File: src/rtl/wb_shared_bus_rr.sv
// Wishbone B4 classic shared-bus interconnect: N masters share one bus to M
// slaves. Round-robin arbitration holds the grant for the whole cycle, slaves
// are decoded from base/mask pairs, and the interconnect raises its own err
// on unmapped addresses and on slaves that never terminate.
//
// state | meaning
// IDLE  | no grant; arbitrate among m_cyc_i requests from the rr pointer
// BUSY  | one master owns the bus until it drops cyc
module wb_shared_bus_rr #(
    parameter int MASTERS      = 2,
    parameter int SLAVES       = 4,
    parameter int DATA_WIDTH   = 32,
    parameter int ADDR_WIDTH   = 32,
    parameter int SELECT_WIDTH = DATA_WIDTH / 8,
    parameter logic [SLAVES*ADDR_WIDTH-1:0] SLAVE_BASE = '0,
    parameter logic [SLAVES*ADDR_WIDTH-1:0] SLAVE_MASK = '0,
    parameter int TIMEOUT      = 255
) (
    input  logic                             clk,
    input  logic                             rst,
    input  logic [MASTERS*ADDR_WIDTH-1:0]    m_adr_i,
    input  logic [MASTERS*DATA_WIDTH-1:0]    m_dat_i,
    input  logic [MASTERS*SELECT_WIDTH-1:0]  m_sel_i,
    input  logic [MASTERS-1:0]               m_we_i,
    input  logic [MASTERS-1:0]               m_stb_i,
    input  logic [MASTERS-1:0]               m_cyc_i,
    output logic [DATA_WIDTH-1:0]            m_dat_o,
    output logic [MASTERS-1:0]               m_ack_o,
    output logic [MASTERS-1:0]               m_err_o,
    output logic [MASTERS-1:0]               m_rty_o,
    output logic [ADDR_WIDTH-1:0]            s_adr_o,
    output logic [DATA_WIDTH-1:0]            s_dat_o,
    output logic [SELECT_WIDTH-1:0]          s_sel_o,
    output logic                             s_we_o,
    output logic [SLAVES-1:0]                s_cyc_o,
    output logic [SLAVES-1:0]                s_stb_o,
    input  logic [SLAVES*DATA_WIDTH-1:0]     s_dat_i,
    input  logic [SLAVES-1:0]                s_ack_i,
    input  logic [SLAVES-1:0]                s_err_i,
    input  logic [SLAVES-1:0]                s_rty_i,
    output logic [MASTERS-1:0]               grant_o
);

    localparam int MW = (MASTERS > 1) ? $clog2(MASTERS) : 1;
    localparam int SW = (SLAVES > 1) ? $clog2(SLAVES) : 1;
    localparam int TW = (TIMEOUT > 1) ? $clog2(TIMEOUT + 1) : 1;
    localparam logic [TW-1:0] TMO_LAST = (TIMEOUT > 0) ? TW'(TIMEOUT - 1) : '0;

    typedef enum logic {IDLE = 1'b0, BUSY = 1'b1} state_t;

    state_t             state_q, state_d;
    logic [MASTERS-1:0] grant_q, grant_d;
    logic [MW-1:0]      gidx_q, gidx_d;
    logic [MW-1:0]      ptr_q, ptr_d;
    logic [TW-1:0]      tmo_q, tmo_d;
    logic               err_pend_q, err_pend_d;

    logic                    busy, cyc_g, stb_g, we_g;
    logic [ADDR_WIDTH-1:0]   adr_g;
    logic [DATA_WIDTH-1:0]   dat_g;
    logic [SELECT_WIDTH-1:0] sel_g;
    logic                    hit;
    logic [SW-1:0]           hidx;
    logic                    sl_ack, sl_err, sl_rty, sl_term, tmo_fire, ic_err;
    logic                    found;
    int                      idx;

    // Route the granted master onto the shared bus; everything is 0 when idle.
    always_comb begin
        busy  = (state_q == BUSY);
        cyc_g = busy & m_cyc_i[gidx_q];
        stb_g = busy & m_stb_i[gidx_q];
        we_g  = busy & m_we_i[gidx_q];
        adr_g = busy ? m_adr_i[gidx_q*ADDR_WIDTH +: ADDR_WIDTH] : '0;
        dat_g = busy ? m_dat_i[gidx_q*DATA_WIDTH +: DATA_WIDTH] : '0;
        sel_g = busy ? m_sel_i[gidx_q*SELECT_WIDTH +: SELECT_WIDTH] : '0;
    end

    // Address decode; scanning downward lets the lowest matching slave win.
    always_comb begin
        hit  = 1'b0;
        hidx = '0;
        for (int i = SLAVES - 1; i >= 0; i--) begin
            if ((adr_g & SLAVE_MASK[i*ADDR_WIDTH +: ADDR_WIDTH]) ==
                (SLAVE_BASE[i*ADDR_WIDTH +: ADDR_WIDTH] & SLAVE_MASK[i*ADDR_WIDTH +: ADDR_WIDTH])) begin
                hit  = 1'b1;
                hidx = SW'(i);
            end
        end
        hit = hit & busy;
    end

    // Termination sources; the interconnect error never overlaps a slave termination.
    always_comb begin
        sl_ack   = hit & s_ack_i[hidx];
        sl_err   = hit & s_err_i[hidx];
        sl_rty   = hit & s_rty_i[hidx];
        sl_term  = sl_ack | sl_err | sl_rty;
        tmo_fire = (TIMEOUT > 0) && cyc_g && stb_g && hit && (tmo_q == TMO_LAST);
        ic_err   = (err_pend_q | tmo_fire) & ~sl_term;
    end

    // Per-slave cyc/stb; stb is withheld in the cycle a timeout fires.
    always_comb begin
        s_cyc_o = '0;
        s_stb_o = '0;
        for (int i = 0; i < SLAVES; i++) begin
            s_cyc_o[i] = cyc_g & hit & (hidx == SW'(i));
            s_stb_o[i] = s_cyc_o[i] & stb_g & ~tmo_fire;
        end
    end

    assign m_dat_o = hit ? s_dat_i[hidx*DATA_WIDTH +: DATA_WIDTH] : '0;
    assign m_ack_o = grant_q & {MASTERS{sl_ack}};
    assign m_err_o = grant_q & {MASTERS{sl_err | ic_err}};
    assign m_rty_o = grant_q & {MASTERS{sl_rty}};
    assign s_adr_o = adr_g;
    assign s_dat_o = dat_g;
    assign s_sel_o = sel_g;
    assign s_we_o  = we_g;
    assign grant_o = grant_q;

    // Arbitration, grant release, unmapped-error and timeout bookkeeping.
    always_comb begin
        state_d    = state_q;
        grant_d    = grant_q;
        gidx_d     = gidx_q;
        ptr_d      = ptr_q;
        tmo_d      = '0;
        err_pend_d = 1'b0;
        found      = 1'b0;
        idx        = 0;
        case (state_q)
            IDLE: begin
                for (int k = 0; k < MASTERS; k++) begin
                    idx = (int'(ptr_q) + k) % MASTERS;
                    if (!found && m_cyc_i[idx]) begin
                        found  = 1'b1;
                        gidx_d = MW'(idx);
                    end
                end
                if (found) begin
                    state_d         = BUSY;
                    grant_d         = '0;
                    grant_d[gidx_d] = 1'b1;
                end
            end
            BUSY: begin
                if (!m_cyc_i[gidx_q]) begin
                    state_d = IDLE;
                    grant_d = '0;
                    ptr_d   = (gidx_q == MW'(MASTERS - 1)) ? '0 : gidx_q + 1'b1;
                end else begin
                    err_pend_d = stb_g & ~hit & ~err_pend_q;
                    if ((TIMEOUT > 0) && stb_g && hit && !sl_term && !tmo_fire)
                        tmo_d = tmo_q + 1'b1;
                end
            end
            default: state_d = IDLE;
        endcase
    end

    // State registers with synchronous reset.
    always_ff @(posedge clk) begin
        if (rst) begin
            state_q    <= IDLE;
            grant_q    <= '0;
            gidx_q     <= '0;
            ptr_q      <= '0;
            tmo_q      <= '0;
            err_pend_q <= 1'b0;
        end else begin
            state_q    <= state_d;
            grant_q    <= grant_d;
            gidx_q     <= gidx_d;
            ptr_q      <= ptr_d;
            tmo_q      <= tmo_d;
            err_pend_q <= err_pend_d;
        end
    end

endmodule

File: config.mk
export PLATFORM = sky130hd
export DESIGN_NAME = wb_shared_bus_rr
export DESIGN_NICKNAME = d
export VERILOG_FILES = /design/src/rtl/wb_shared_bus_rr.sv
export SDC_FILE = /design/constraint.sdc
export NUM_CORES = 1
export LEC_CHECK = 0
export CORE_AREA = 2 2 156 158
export CTS_BUF_LIST = sky130_fd_sc_hd__clkbuf_4 sky130_fd_sc_hd__clkbuf_8 sky130_fd_sc_hd__clkbuf_16
export DETAILED_ROUTE_END_ITERATION = 10
export DIE_AREA = 0 0 158 160
export HOLD_SLACK_MARGIN = 0.06
export SLEW_MARGIN = 5
export SYNTH_ARGS = -nofsm -noshare
export SYNTH_HDL_FRONTEND = slang
export SYNTH_SLANG_ARGS = --single-unit
File: constraint.sdc
create_clock -name clk -period 1.4 [get_ports clk]
set_input_delay 0.21 -clock clk [delete_from_list [all_inputs] [get_ports clk]]
set_output_delay 0.21 -clock clk [all_outputs]
set_load 0.05 [all_outputs]
==> flow_metrics.py <==
metrics = {
    "outcome": {
        "outcome": "complete, but fails checks",
        "failed_checks": "setup timing",
    },
    "logic_synthesis": {
        "synth-xor-area-share_pct": 1.28,
        "synth_top_family_by_area": "multiplexers",
        "synth_mux_area_share_pct": 34.2,
        "synthCells": 280,
        "synth_ff_type": "dfxtp_1",
        "synth_warnings": 0,
        "async_flop_share_pct": 0,
        "synth-seq-cells": 14,
        "synth_cell_types": 36,
        "synth-simple-area-share_pct": 32.7,
        "synth_area_sq_um": 2050,
        "synth_fa_ha_area_share_pct": 1.22,
        "ys_seq_area_share_pct": 13.7,
        "synth.avg_cell_area_sq_um": 7.32,
        "synth_compound_area_share_pct": 8.37,
        "synth_edf_count": 0,
    },
    "global_route": {
        "grt_overflow_total": 0,
        "grt_start_max_net_pins": 13,
        "grt_pass1_vias": 3507,
        "grt_util_all_layers_pct": 10.7,
        "grt_pass1_wl_um": 20600,
        "antenna_found_initial": 2,
    },
    "pwr": {
        "p_switching_w": 0.00186,
        "power.leakage_nw": 3.05,
        "seq_power_share_pct": 9.2,
        "internal_power_w": 0.00282,
        "clockPowerShare_pct": 12.9,
        "p_per_area_nw_per_um2": 553,
        "peakVddDrop_v": 0.000348,
        "comb_power_share_pct": 77.9,
        "switching_share_pct": 39.7,
    },
    "sta": {
        "worst_slack_ps": -447,
        "hold_viol": 0,
        "period_share_pct": 132,
        "rsz0062_at_grt": "yes",
        "clock_skew_ps": 3.98,
        "setup_violations": 112,
        "maxSlewViolCount": 0,
        "max_freq_ghz": 0.541,
        "timing.hold.ws_ps": 510,
        "min_period_ps": 1850,
    },
    "drt": {
        "vias": 3362,
        "dr.pass1.iters": 4,
        "drt-total-wl_um": 14700,
        "wire_per_inst_um": 15.5,
        "ant_nets": 0,
        "viasPerCell": 3.55,
        "drc_errors": 0,
        "drtIter0Drc": 80,
    },
    "floorplanning": {
        "die_w_um": 158,
        "ioPinCount": 401,
        "start_util_pct": 8.60,
        "core-area_sq_um": 23800,
        "rows": 57,
        "dieArea_sq_um": 25300,
        "fp.dieH_um": 160,
    },
    "cts": {
        "path_clk_slew_ps": 50,
        "clock-sinks": 14,
        "numCtsBuffers": 3,
        "clock-root-buffer": "clkbuf_16",
        "clk-insertion-delay-late_ps": 240,
        "cts-htree-levels": 1,
        "postCtsHoldBufs": 0,
        "cts_buffer_depth": 2,
        "cts_tree": "done",
    },
    "finish": {
        "drive_gt1_share_pct": 57.1,
        "area_delta_synth_final_pct": 314,
        "layout_commonest_cell": "clkdlybuf4s50_1",
        "final_cell_count_no_fill": 946,
        "fill_cells": 2306,
        "final_cell_mix": "clkdlybuf4s50_1, buf_12, nor2_4, mux2i_4, and2_4",
        "final_nets": 907,
        "finish.utilization_pct": 35.6,
    },
    "worst_setup_path": {
        "critPathMaxFanout": 2,
        "critPathCaptureType": "primary output",
        "regToRegStartpoint": "gidx_q$_SDFFE_PP0N_",
        "r2r_setup_slack_ps": -100,
        "cp.arrival_ps": 1640,
        "cp-startpoint": "m_cyc_i[1]",
        "crit_required_ps": 1190,
        "critPathKind": "in -> out",
        "start_kind": "input pin",
    },
    "placement": {
        "place.gp.congestion": 0.745,
        "dp_hpwl_um": 10800,
        "dp_slack_ps": -605,
        "dpl.cell_count": 916,
        "portBuffers": 289,
    },
    "min_path": {
        "min_path_type": "reg -> reg",
        "hold_start": "ptr_q$_SDFFE_PP0P_",
    },
    "run": {
        "maxCapViolations": 0,
    },
}
[timing repair]
action,4_1_cts,5_1_grt
cloned,14,1
endpoints found under the setup margin,112,119
resized for setup,184,54
buffers inserted,12,6
pin swaps,19,25
[power by group through the flow]
stage	registers (W)	logic, W	clock network [W]
2_1_floorplan	0.000446	0.00128	0
3_3_place_gp	0.000441	0.00292	0
3_5_place_dp	0.000441	0.00293	0
4_1_cts	0.000437	0.00359	0.000618
5_1_grt	0.000435	0.00378	0.000649
6_report	0.000433	0.00365	0.000602
[per-layer routing]
| metal | GRT usage (%) | up-vias | wire length, um |
|---|---|---|---|
| met4 | 1.64 | 2 | 175 |
| met3 | 2.14 | 14 | 1080 |
| met1 | 12.2 | 1575 | 5480 |
| li1 | - | 1628 | - |
| met5 | 0 | - | 12 |
| met2 | 20.5 | 143 | 7910 |
[path summary, 6_finish.rpt]
kind | end | cells after the start
setup / recovery | m_err_o[0] | 5
hold reg to reg | ptr_q$_SDFFE_PP0P_ | 2
hold / removal | ptr_q$_SDFFE_PP0P_ | 2
setup reg to reg | grant_o[1]$_SDFFE_PP0P_ | 8
[flip-flops by register name (all words and copies together) (netlist names)]
name and flops:
busy 1, err_pend_q 1, gidx_q 1, grant_o 2, ptr_q 1, tmo_q 8
[Yosys cell counts (5+ instances only)]
| master | count | share of area (%) |
|---|---|---|
| and2_1 | 33 | 10 |
| buf_2 | 14 | 3.4 |
| buf_4 | 7 | 2.6 |
| mux2i_1 | 70 | 34 |
| a21oi_1 | 7 | 1.7 |
| o21ai_0 | 5 | 1.2 |
| clkbuf_1 | 5 | 0.92 |
| and3_1 | 5 | 1.5 |
| inv_1 | 5 | 0.92 |
| dfxtp_1 | 14 | 14 |
| nor2_1 | 76 | 14 |
[metrics by stage]
stage               area, sq um  TNS, ps  total power [W]
CTS                        8340   -24420          0.00465
global route               8480   -32700          0.00486
detailed placement         7010    -7230          0.00337
global placement           7010    -7020          0.00336
finish                     8480   -27730          0.00468
floorplan                  2330   -11420          0.00173
[worst max-delay path, stage by stage]
cell	delay [ps]
clkdlybuf4s50_1	490
and4_4	230
o211ai_1	200
a211oi_4	330
buf_12	170
[cell families (layout without fill, tap and decap cells)]
group / count (synthesis) / count (layout)
mux: 70 / 70
compound gates: 24 / 24
buf+inv: 32 / 366
xor+xnor: 3 / 3
fa+ha+maj: 2 / 2
flops: 14 / 14
simple gates: 134 / 134
other cells: 1 / 9
[area by class of cell]
cell class | count | area, sq um | area share, %
clock buffer | 4 | 88.8 | 1.05
tap | 324 | 405 | 4.78
sequential | 14 | 293 | 3.45
inverter | 5 | 21.3 | 0.251
timing repair buffer | 357 | 5050 | 59.5
multi-input combinational | 240 | 2620 | 30.9
antenna | 2 | 5.00 | 0.0590
Note: power is estimated with default switching activity, not from simulation.
